--- src/rtl/div_8bit_pkg.sv ---
// div_8bit_pkg -- shared definitions for the 8-bit sequential divider.
//   div_state_t   : FSM states IDLE / CALC / DONE
//   DIV_WIDTH     : operand width (8)
//   DIV_ITERS     : number of CALC iterations (one quotient bit each)
//   DIV_ZERO_QUOT : quotient reported for a zero divisor
//   neg_if()      : conditional two's-complement negate (signed build only)
package div_8bit_pkg;

    typedef enum logic [1:0] {
        IDLE = 2'd0,
        CALC = 2'd1,
        DONE = 2'd2
    } div_state_t;

    localparam int DIV_WIDTH = 8;
    localparam int DIV_ITERS = 8;
    localparam logic [DIV_WIDTH-1:0] DIV_ZERO_QUOT = 8'hFF;

    function automatic logic [DIV_WIDTH-1:0] neg_if(input logic [DIV_WIDTH-1:0] v,
                                                    input logic en);
        return en ? (~v + DIV_WIDTH'(1)) : v;
    endfunction

endpackage

--- src/rtl/sub_8bit.sv ---
// sub_8bit -- 8-bit subtractor with borrow-out.
//   a   : minuend
//   b   : subtrahend
//   d   : a - b (mod 256)
//   b_o : borrow out, 1 when b > a
module sub_8bit (
    input  logic [7:0] a,
    input  logic [7:0] b,
    output logic [7:0] d,
    output logic       b_o
);

    assign {b_o, d} = {1'b0, a} - {1'b0, b};

endmodule

--- src/rtl/div_8bit.sv ---
// div_8bit -- 8-bit restoring divider, one quotient bit per clock.
//   clk, rst         : clock, synchronous active-high reset
//   start            : request, accepted in IDLE or DONE
//   dividend/divisor : operands, sampled on the acceptance edge
//   signed_op        : two's-complement divide (only when DIV_SIGNED_EN is defined)
//   busy             : high while iterating
//   done             : one-cycle pulse, results valid
//   quotient/remainder : registered results, held until the next acceptance
//   div_zero         : last operation had a zero divisor
// Build option: define DIV_SIGNED_EN to add signed_op and the sign fixup logic.
module div_8bit
    import div_8bit_pkg::*;
(
    input  logic       clk,
    input  logic       rst,
    input  logic       start,
`ifdef DIV_SIGNED_EN
    input  logic       signed_op,
`endif
    input  logic [7:0] dividend,
    input  logic [7:0] divisor,
    output logic       busy,
    output logic       done,
    output logic [7:0] quotient,
    output logic [7:0] remainder,
    output logic       div_zero
);

    localparam logic [3:0] LAST_ITER = 4'(DIV_ITERS - 1);

    div_state_t           r_state;
    logic [3:0]           r_cnt;
    logic [DIV_WIDTH-1:0] r_part;   // partial remainder
    logic [DIV_WIDTH-1:0] r_qsh;    // dividend bits shift out MSB-first, quotient bits shift in
    logic [DIV_WIDTH-1:0] r_dvs;
    logic                 r_busy;
    logic                 r_done;
    logic [DIV_WIDTH-1:0] r_quot;
    logic [DIV_WIDTH-1:0] r_rem;
    logic                 r_dz;

    logic [DIV_WIDTH:0]   w_shift;
    logic [DIV_WIDTH-1:0] w_diff;
    logic                 w_bo;
    logic                 w_take;
    logic [DIV_WIDTH-1:0] w_part_nx;
    logic [DIV_WIDTH-1:0] w_quot_nx;
    logic [DIV_WIDTH-1:0] w_quot_fin;
    logic [DIV_WIDTH-1:0] w_rem_fin;
    logic [DIV_WIDTH-1:0] w_dvd_mag;
    logic [DIV_WIDTH-1:0] w_dvs_mag;
    logic                 w_dvs_zero;

    assign w_shift = {r_part, r_qsh[DIV_WIDTH-1]};

    sub_8bit u_sub (
        .a   (w_shift[DIV_WIDTH-1:0]),
        .b   (r_dvs),
        .d   (w_diff),
        .b_o (w_bo)
    );

    // A set bit 8 means the shifted value is >= 256 > divisor, so the
    // subtraction must be taken regardless of the 8-bit borrow.
    assign w_take    = w_shift[DIV_WIDTH] | ~w_bo;
    assign w_part_nx = w_take ? w_diff : w_shift[DIV_WIDTH-1:0];
    assign w_quot_nx = {r_qsh[DIV_WIDTH-2:0], w_take};
    assign w_dvs_zero = (divisor == '0);

`ifdef DIV_SIGNED_EN
    logic r_neg_q;
    logic r_neg_r;

    // Iterate on magnitudes; 8'h80 maps to 128, which fits unsigned.
    assign w_dvd_mag  = neg_if(dividend, signed_op & dividend[7]);
    assign w_dvs_mag  = neg_if(divisor,  signed_op & divisor[7]);
    assign w_quot_fin = neg_if(w_quot_nx, r_neg_q);
    assign w_rem_fin  = neg_if(w_part_nx, r_neg_r);

    always_ff @(posedge clk) begin
        if (rst) begin
            r_neg_q <= 1'b0;
            r_neg_r <= 1'b0;
        end else if (start && (r_state == IDLE || r_state == DONE)) begin
            r_neg_q <= signed_op & (dividend[7] ^ divisor[7]);
            r_neg_r <= signed_op & dividend[7];
        end
    end
`else
    assign w_dvd_mag  = dividend;
    assign w_dvs_mag  = divisor;
    assign w_quot_fin = w_quot_nx;
    assign w_rem_fin  = w_part_nx;
`endif

    always_ff @(posedge clk) begin
        if (rst) begin
            r_state <= IDLE;
            r_cnt   <= '0;
            r_part  <= '0;
            r_qsh   <= '0;
            r_dvs   <= '0;
            r_busy  <= 1'b0;
            r_done  <= 1'b0;
            r_quot  <= '0;
            r_rem   <= '0;
            r_dz    <= 1'b0;
        end else begin
            case (r_state)
                IDLE, DONE: begin
                    r_done <= 1'b0;
                    if (start) begin
                        r_state <= CALC;
                        r_cnt   <= '0;
                        r_part  <= '0;
                        r_dvs   <= w_dvs_mag;
                        // Zero divisor keeps the raw dividend for the remainder.
                        r_qsh   <= w_dvs_zero ? dividend : w_dvd_mag;
                        r_dz    <= 1'b0;
                        r_busy  <= ~w_dvs_zero;
                    end else begin
                        r_state <= IDLE;
                    end
                end
                CALC: begin
                    if (r_dvs == '0) begin
                        r_state <= DONE;
                        r_done  <= 1'b1;
                        r_busy  <= 1'b0;
                        r_quot  <= DIV_ZERO_QUOT;
                        r_rem   <= r_qsh;
                        r_dz    <= 1'b1;
                    end else begin
                        r_part <= w_part_nx;
                        r_qsh  <= w_quot_nx;
                        r_cnt  <= r_cnt + 4'd1;
                        if (r_cnt == LAST_ITER) begin
                            r_state <= DONE;
                            r_done  <= 1'b1;
                            r_busy  <= 1'b0;
                            r_quot  <= w_quot_fin;
                            r_rem   <= w_rem_fin;
                        end
                    end
                end
                default: r_state <= IDLE;
            endcase
        end
    end

    assign busy      = r_busy;
    assign done      = r_done;
    assign quotient  = r_quot;
    assign remainder = r_rem;
    assign div_zero  = r_dz;

endmodule

--- config.mk ---
export PLATFORM = sky130hd
export DESIGN_NAME = div_8bit
export DESIGN_NICKNAME = d
export VERILOG_FILES = /design/src/rtl/div_8bit_pkg.sv /design/src/rtl/sub_8bit.sv /design/src/rtl/div_8bit.sv
export SDC_FILE = /design/constraint.sdc
export NUM_CORES = 1
export LEC_CHECK = 0
export BUFFER_PORTS_ARGS = -buffer_cell sky130_fd_sc_hd__buf_2
export CAP_MARGIN = 20
export CELL_PAD_IN_SITES_DETAIL_PLACEMENT = 2
export CELL_PAD_IN_SITES_GLOBAL_PLACEMENT = 2
export CORE_MARGIN = 4
export CORE_UTILIZATION = 33
export DETAILED_ROUTE_END_ITERATION = 10
export PLACE_DENSITY_LB_ADDON = 0.1
export REMOVE_ABC_BUFFERS = 1
export SLEW_MARGIN = 10
export SYNTH_ARGS = -nofsm -noshare
export SYNTH_HDL_FRONTEND = slang
export SYNTH_SLANG_ARGS = --single-unit
--- constraint.sdc ---
create_clock -name clk -period 2.5 [get_ports clk]
set_clock_uncertainty 0.05 [all_clocks]
set_input_delay 0.75 -clock clk [delete_from_list [all_inputs] [get_ports clk]]
set_output_delay 0.75 -clock clk [all_outputs]
set_load 0.1 [all_outputs]
# Yosys cells after proc, flatten, opt, wreduce, memory -nomap -nowiden
# Cells that the tools add are included.
[totals] input_bits=19 register_bits=49 elab_cells=62
[classes] n_reduce_logical=12 muxes=28 bitwise_logic=3 add_sub_neg=2 eq_ne=7
[ops] operator="two-way mux 8 bit" count=9
[ops] operator="case mux 8 bit (2 select lines)" count=2
[ops] operator="logical NOT 8 bit" count=2
[ops] operator="AND reduction 3 bit" count=3
[ops] operator="subtractor 8 x 8 -> 9 bit" count=1
[ops] operator="two-way mux 1 bit" count=8
[ops] operator="two-way mux 4 bit" count=2
[ops] operator="case mux 4 bit (2 select lines)" count=1
[ops] operator="!= test 2 bit (second input constant)" count=3
[ops] operator="case mux 1 bit (2 select lines)" count=3
[ops] operator="AND reduction 2 bit" count=3
[ops] operator="adder 4 x 1 -> 4 bit (second input constant)" count=1
[ops] operator="== test 4 x 3 -> 1 bit (second input constant)" count=1
[ops] operator="two-way mux 2 bit" count=2
[ops] operator="case mux 2 bit (2 select lines)" count=1
[ops] operator="nonzero test 2 bit" count=2
[ops] operator="!= test 3 bit (second input constant)" count=1
[ops] operator="== test 2 x 1 -> 1 bit (second input constant)" count=1
[ops] operator="== test 2 bit (second input constant)" count=1
[ops] operator="logical NOT 2 bit" count=1
[ops] operator="NOT 1 bit" count=2
[ops] operator="OR reduction 2 bit" count=1
[ops] operator="bitwise OR 1 bit" count=1

# Longest topological paths before layout
[depth] depth_word=6 mapped_depth=11

# Cells and area by module
# A second synthesis with hierarchy kept.
[unflattened] hier_cells=305 area_unflattened_um2=2517.4
[modules_own_cells] module="div_8bit" cells_each=259 seq_area_each_um2=980.9 n_inst=1 area_each_um2=2190.9
[modules_own_cells] module="sub_8bit" cells_each=46 seq_area_each_um2=0.0 n_inst=1 area_each_um2=326.6

# Worst setup path after synthesis
# Ideal clock, no wire load.
[synth_path] path_type="register to register" startpoint="register r_qsh[7]" endpoint="register r_rem[4], in the netlist remainder[4]" required_time_ps=2318 arrival_ps=2100 path_stages_with_launch=12 slack_ps=218 setup_ps=132 path_buffers=1 path_cell_list="dfxtp_1 inv_1 ha_1 inv_1 fa_1 a211oi_2 o21ai_2 a31o_1 buf_6 mux2_4 o21ai_2 a21oi_1"
[synth_between] elab_chain_len=6
[synth_lines] item="start: declaration" line="div_8bit.sv:34" rtl="logic [DIV_WIDTH-1:0] r_qsh;"
[synth_lines] item="start signal: assignment" line="div_8bit.sv:118" rtl="r_qsh <= w_dvs_zero ? dividend : w_dvd_mag;"
[synth_lines] item="start signal: assignment" line="div_8bit.sv:135" rtl="r_qsh <= w_quot_nx;"
[synth_lines] item="subtractor 8 x 8 -> 9 bit *" line="sub_8bit.sv:13" rtl="assign {b_o, d} = {1'b0, a} - {1'b0, b};"
[synth_lines] item="NOT 1 bit" line="div_8bit.sv:65" rtl="assign w_take = w_shift[DIV_WIDTH] | ~w_bo;"
[synth_lines] item="bitwise OR 1 bit" line="div_8bit.sv:65"
[synth_lines] item="two-way mux 8 bit *" line="div_8bit.sv:66" rtl="assign w_part_nx = w_take ? w_diff : w_shift[DIV_WIDTH-1:0];"
[synth_lines] item="two-way mux 8 bit *" line="div_8bit.sv:137" rtl="if (r_cnt == LAST_ITER) begin"
[synth_lines] item="two-way mux 8 bit *" line="div_8bit.sv:126" rtl="if (r_dvs == '0) begin"
[synth_lines] item="end signal: assignment" line="div_8bit.sv:131" rtl="r_rem <= r_qsh;"
[synth_lines] item="end signal: assignment" line="div_8bit.sv:142" rtl="r_rem <= w_rem_fin;"
[synth_lines] item="end: declaration" line="div_8bit.sv:39" rtl="logic [DIV_WIDTH-1:0] r_rem;"
# Mark *: on every way between the ends. The rest lies on a longest branch, timed or not. The select of a mux whose other input is x is not followed.
# A chain may end at the register's enable or synchronous reset.

# Worst setup path in the final report
[layout_path] startpoint="register r_dvs[2]" endpoint="register r_rem[5], in the netlist remainder[5]"
[layout_between] elab_chain_len=6
[layout_lines] item="start: declaration" line="div_8bit.sv:35" rtl="logic [DIV_WIDTH-1:0] r_dvs;"
[layout_lines] item="start signal: assignment" line="div_8bit.sv:116" rtl="r_dvs <= w_dvs_mag;"
[layout_lines] item="subtractor 8 x 8 -> 9 bit" line="sub_8bit.sv:13"
[layout_lines] item="NOT 1 bit" line="div_8bit.sv:65"
[layout_lines] item="bitwise OR 1 bit" line="div_8bit.sv:65"
[layout_lines] item="two-way mux 8 bit" line="div_8bit.sv:66"
[layout_lines] item="two-way mux 8 bit" line="div_8bit.sv:137"
[layout_lines] item="two-way mux 8 bit" line="div_8bit.sv:126"
# Parallel ways exist; a longest one is shown, timed or not. The select of a mux whose other input is x is not followed.

==> impl_metrics.json <==
{
  "die_w_um": 92.8,
  "cpMaxStageDelayCell": "dfxtp_1",
  "cts_setup_buffers": 0,
  "io_buffers": 37,
  "final_cell_count_no_fill": 428,
  "netlist_instances": 286,
  "antenna_found_initial": 0,
  "clkLatencyLatePin_ns": 0.31,
  "area_growth_pct": 20.4,
  "wl_per_cell_um": 18.7,
  "outcome": "completed",
  "worstPathMaxFanout": 5,
  "powerDensity_nw_per_um2": 756,
  "layout.nets": 360,
  "drc": 0,
  "postRouteAntennaNets": 0,
  "synthTopCellsByArea": "dfxtp_1, a21oi_1, nand2_1",
  "dr.pass1.iters": 4,
  "grt_pass1_vias": 2437,
  "cts_buffers": 5,
  "critPathLaunchType": "flip-flop",
  "irDropWorstVdd_mv": 0.266,
  "clockPowerShare_pct": 22.3,
  "vias": 2264,
  "ys_ff_latch": 49,
  "ys_warn_count": 0,
  "die-area_um2": 8610,
  "final-hold-violation-count": 0,
  "place_congestion": 0.724,
  "slowest_delay_ns": 0.39,
  "vias_per_cell": 5.29,
  "dr.first_iter.drc_count": 81,
  "mostFrequentLayoutCells": "dfxtp_1, nand2_1, a21oi_1, buf_2, nor2_1",
  "cts_tree": "done",
  "grt_first_pass_wirelength_mm": 12.8,
  "cts_root_buf": "clkbuf_8",
  "synthDistinctLibCells": 48,
  "die-height_um": 92.8,
  "synthesis.area_um2": 2370,
  "grt_max_degree": 24,
  "track_usage_pct": 19.0,
  "syn_avg_cell_area_um2": 8.30,
  "cp.arrival_ns": 2.49,
  "yosysTopAreaCell": "dfxtp_1",
  "intPower_uw": 1300,
  "clk_pin_slew_ns": 0.10,
  "num_antenna_cells": 0,
  "start_util_pct": 34.4,
  "regArea_um2": 981,
  "fin_crit_ns": 2.33,
  "cts_hold_buf": 0,
  "synth.top_cell.area_share_pct": 41.3,
  "crit_chain": "inv_1 -> ha_1 -> o211ai_1 -> a21oi_1 -> a211oi_1 -> xnor2_1 -> nand2_2 -> a2111oi_4",
  "finalCritPeriodShare_pct": 93.1,
  "final_max_slew_viol_count": 0,
  "crit_path_end_kind": "flip-flop",
  "setup_viol": 0,
  "drive_gt1_share_pct": 23.5,
  "multi_input_area_um2": 1310,
  "ios": 38,
  "clockBufferDepth": 2,
  "grt_overflow": 0,
  "combPwrFrac_pct": 36.7,
  "core_area_um2": 6910,
  "cts.sinks": 49,
  "cts-htree-levels": 2,
  "worst_pin_slew_ns": 0.512,
  "path_class": "flip-flop to flip-flop",
  "hold_path.class": "flip-flop to flip-flop",
  "seqPwrFrac_pct": 41.0,
  "row_count": 30,
  "required_ns": 2.66,
  "swShare_pct": 39.6,
  "synth_edf_count": 0,
  "place_inst": 420,
  "fin_area_um2": 2860,
  "synthFlopType": "dfxtp_1",
  "switchingPower_uw": 856,
  "detailed_place_hpwl_mm": 6.03,
  "max_cap_viol_count": 0,
  "relSlewSlack_pct": 65.6,
  "fill_cells": 852,
  "totalWireLength_mm": 7.99,
  "p_leak_uw": 0.00117,
  "ys_async_sr_fraction_pct": 0,
  "layout_commonest_cell": "dfxtp_1",
  "fmax_mhz": 429,
  "seq_area_frac_synth_pct": 41.3,
  "place_area_um2": 2730
}
-- critical path: cells and delay by family (launching register included) --
family	cells	cell delay, ns
AO/OA/AOI/OAI	4	1.03
adder cells (fa/ha/maj)	1	0.37
XOR/XNOR	1	0.22
flip-flops	1	0.39
buffers and inverters	1	0.06
AND/OR/NAND/NOR	1	0.12
-- state kept, by name (all words and copies together) (netlist names) --
| signal | cells |
|---|---|
| r_dvs | 8 |
| quotient | 8 |
| done | 1 |
| r_part | 8 |
| r_qsh | 8 |
| remainder | 8 |
| div_zero | 1 |
| r_state | 2 |
| busy | 1 |
| r_cnt | 4 |
-- timing repair --
action	CTS	global route
resized for setup	3	5
pin swaps	0	3
setup endpoints to repair	3	11
-- synthesized netlist by cell type (2+ instances only) --
cell type	n
a22oi_1	4
o21ai_2	2
buf_6	2
o21ai_0	4
ha_1	9
a21o_1	3
o41ai_1	2
nand2_2	2
xnor2_1	3
a21oi_1	37
nor4_1	4
nand2b_1	4
nor3_1	3
o22ai_1	8
buf_2	4
inv_1	11
a211oi_1	3
mux2i_1	4
mux2_4	2
nor2b_1	2
a31oi_1	3
xor2_1	3
nor2_1	29
nand2_1	42
nand3_1	9
nand4_1	2
dfxtp_1	49
o211ai_1	3
a311oi_1	5
clkbuf_1	10
-- power by group through the flow --
| stage | Clock [µW] | Sequential (µW) | Combinational [µW] |
|---|---|---|---|
| 2_1_floorplan | 0 | 1050 | 356 |
| 3_3_place_gp | 0 | 900 | 737 |
| 3_5_place_dp | 0 | 903 | 757 |
| 4_1_cts | 507 | 885 | 775 |
| 5_1_grt | 537 | 894 | 856 |
| 6_report | 483 | 886 | 792 |
-- cell families after synthesis --
group	Yosys count	share of synthesized area (%)
DFF	49	41.3
adders and majority gates	10	5.59
buffers and inverters	28	5.43
xor gates and xnor gates	6	2.21
AOI/OAI and AO/OA	85	23.5
muxes	6	2.95
and+or+nand+nor	102	19.0
-- area by class of cell --
cell class,count,area share [%]
Tap cell,96,4.20
Multi-Input combinational cell,209,45.8
Inverter,11,1.44
Sequential cell,49,34.3
Clock buffer,6,2.54
Timing Repair Buffer,55,11.2
Clock inverter,2,0.482
-- final timing paths --
path / from / end / slack [ns] / depth (start not counted)
setup / recovery: r_dvs[2] / remainder[5] / 0.17 / 8
hold / removal: done / done / 0.41 / 2
setup reg to reg: r_dvs[2] / remainder[5] / 0.17 / 8
hold reg to reg: done / done / 0.41 / 2
-- routing by layer --
metal / vias up / track usage (%) / wire (µm) / share of wire (%)
li1: 1101 / - / - / -
met1: 1136 / 24.1 / 3740 / 47
met2: 23 / 33.8 / 4040 / 51
met3: 4 / 3.09 / 142 / 1.8
met4: 0 / 3.66 / 54 / 0.68
met5: - / 0 / 0 / 0
-- through the flow --
stage | total power, µW | worst slack (ns) | utilization (%) | hold slack (ns) | TNS [ns]
after detailed placement | 1660 | 0.00144 | 39.5 | 0.402 | 0
final | 2160 | 0.171 | 41.4 | 0.410 | 0
after global placement | 1640 | 0.142 | 39.5 | 0.391 | 0
after CTS | 2170 | 0.0231 | 40.9 | 0.416 | 0
after floorplan | 1410 | 0.215 | - | 0.393 | 0
after global routing | 2290 | -0.00703 | 41.4 | 0.449 | -0.00703
No activity file was read; power rests on OpenSTA's default activity.
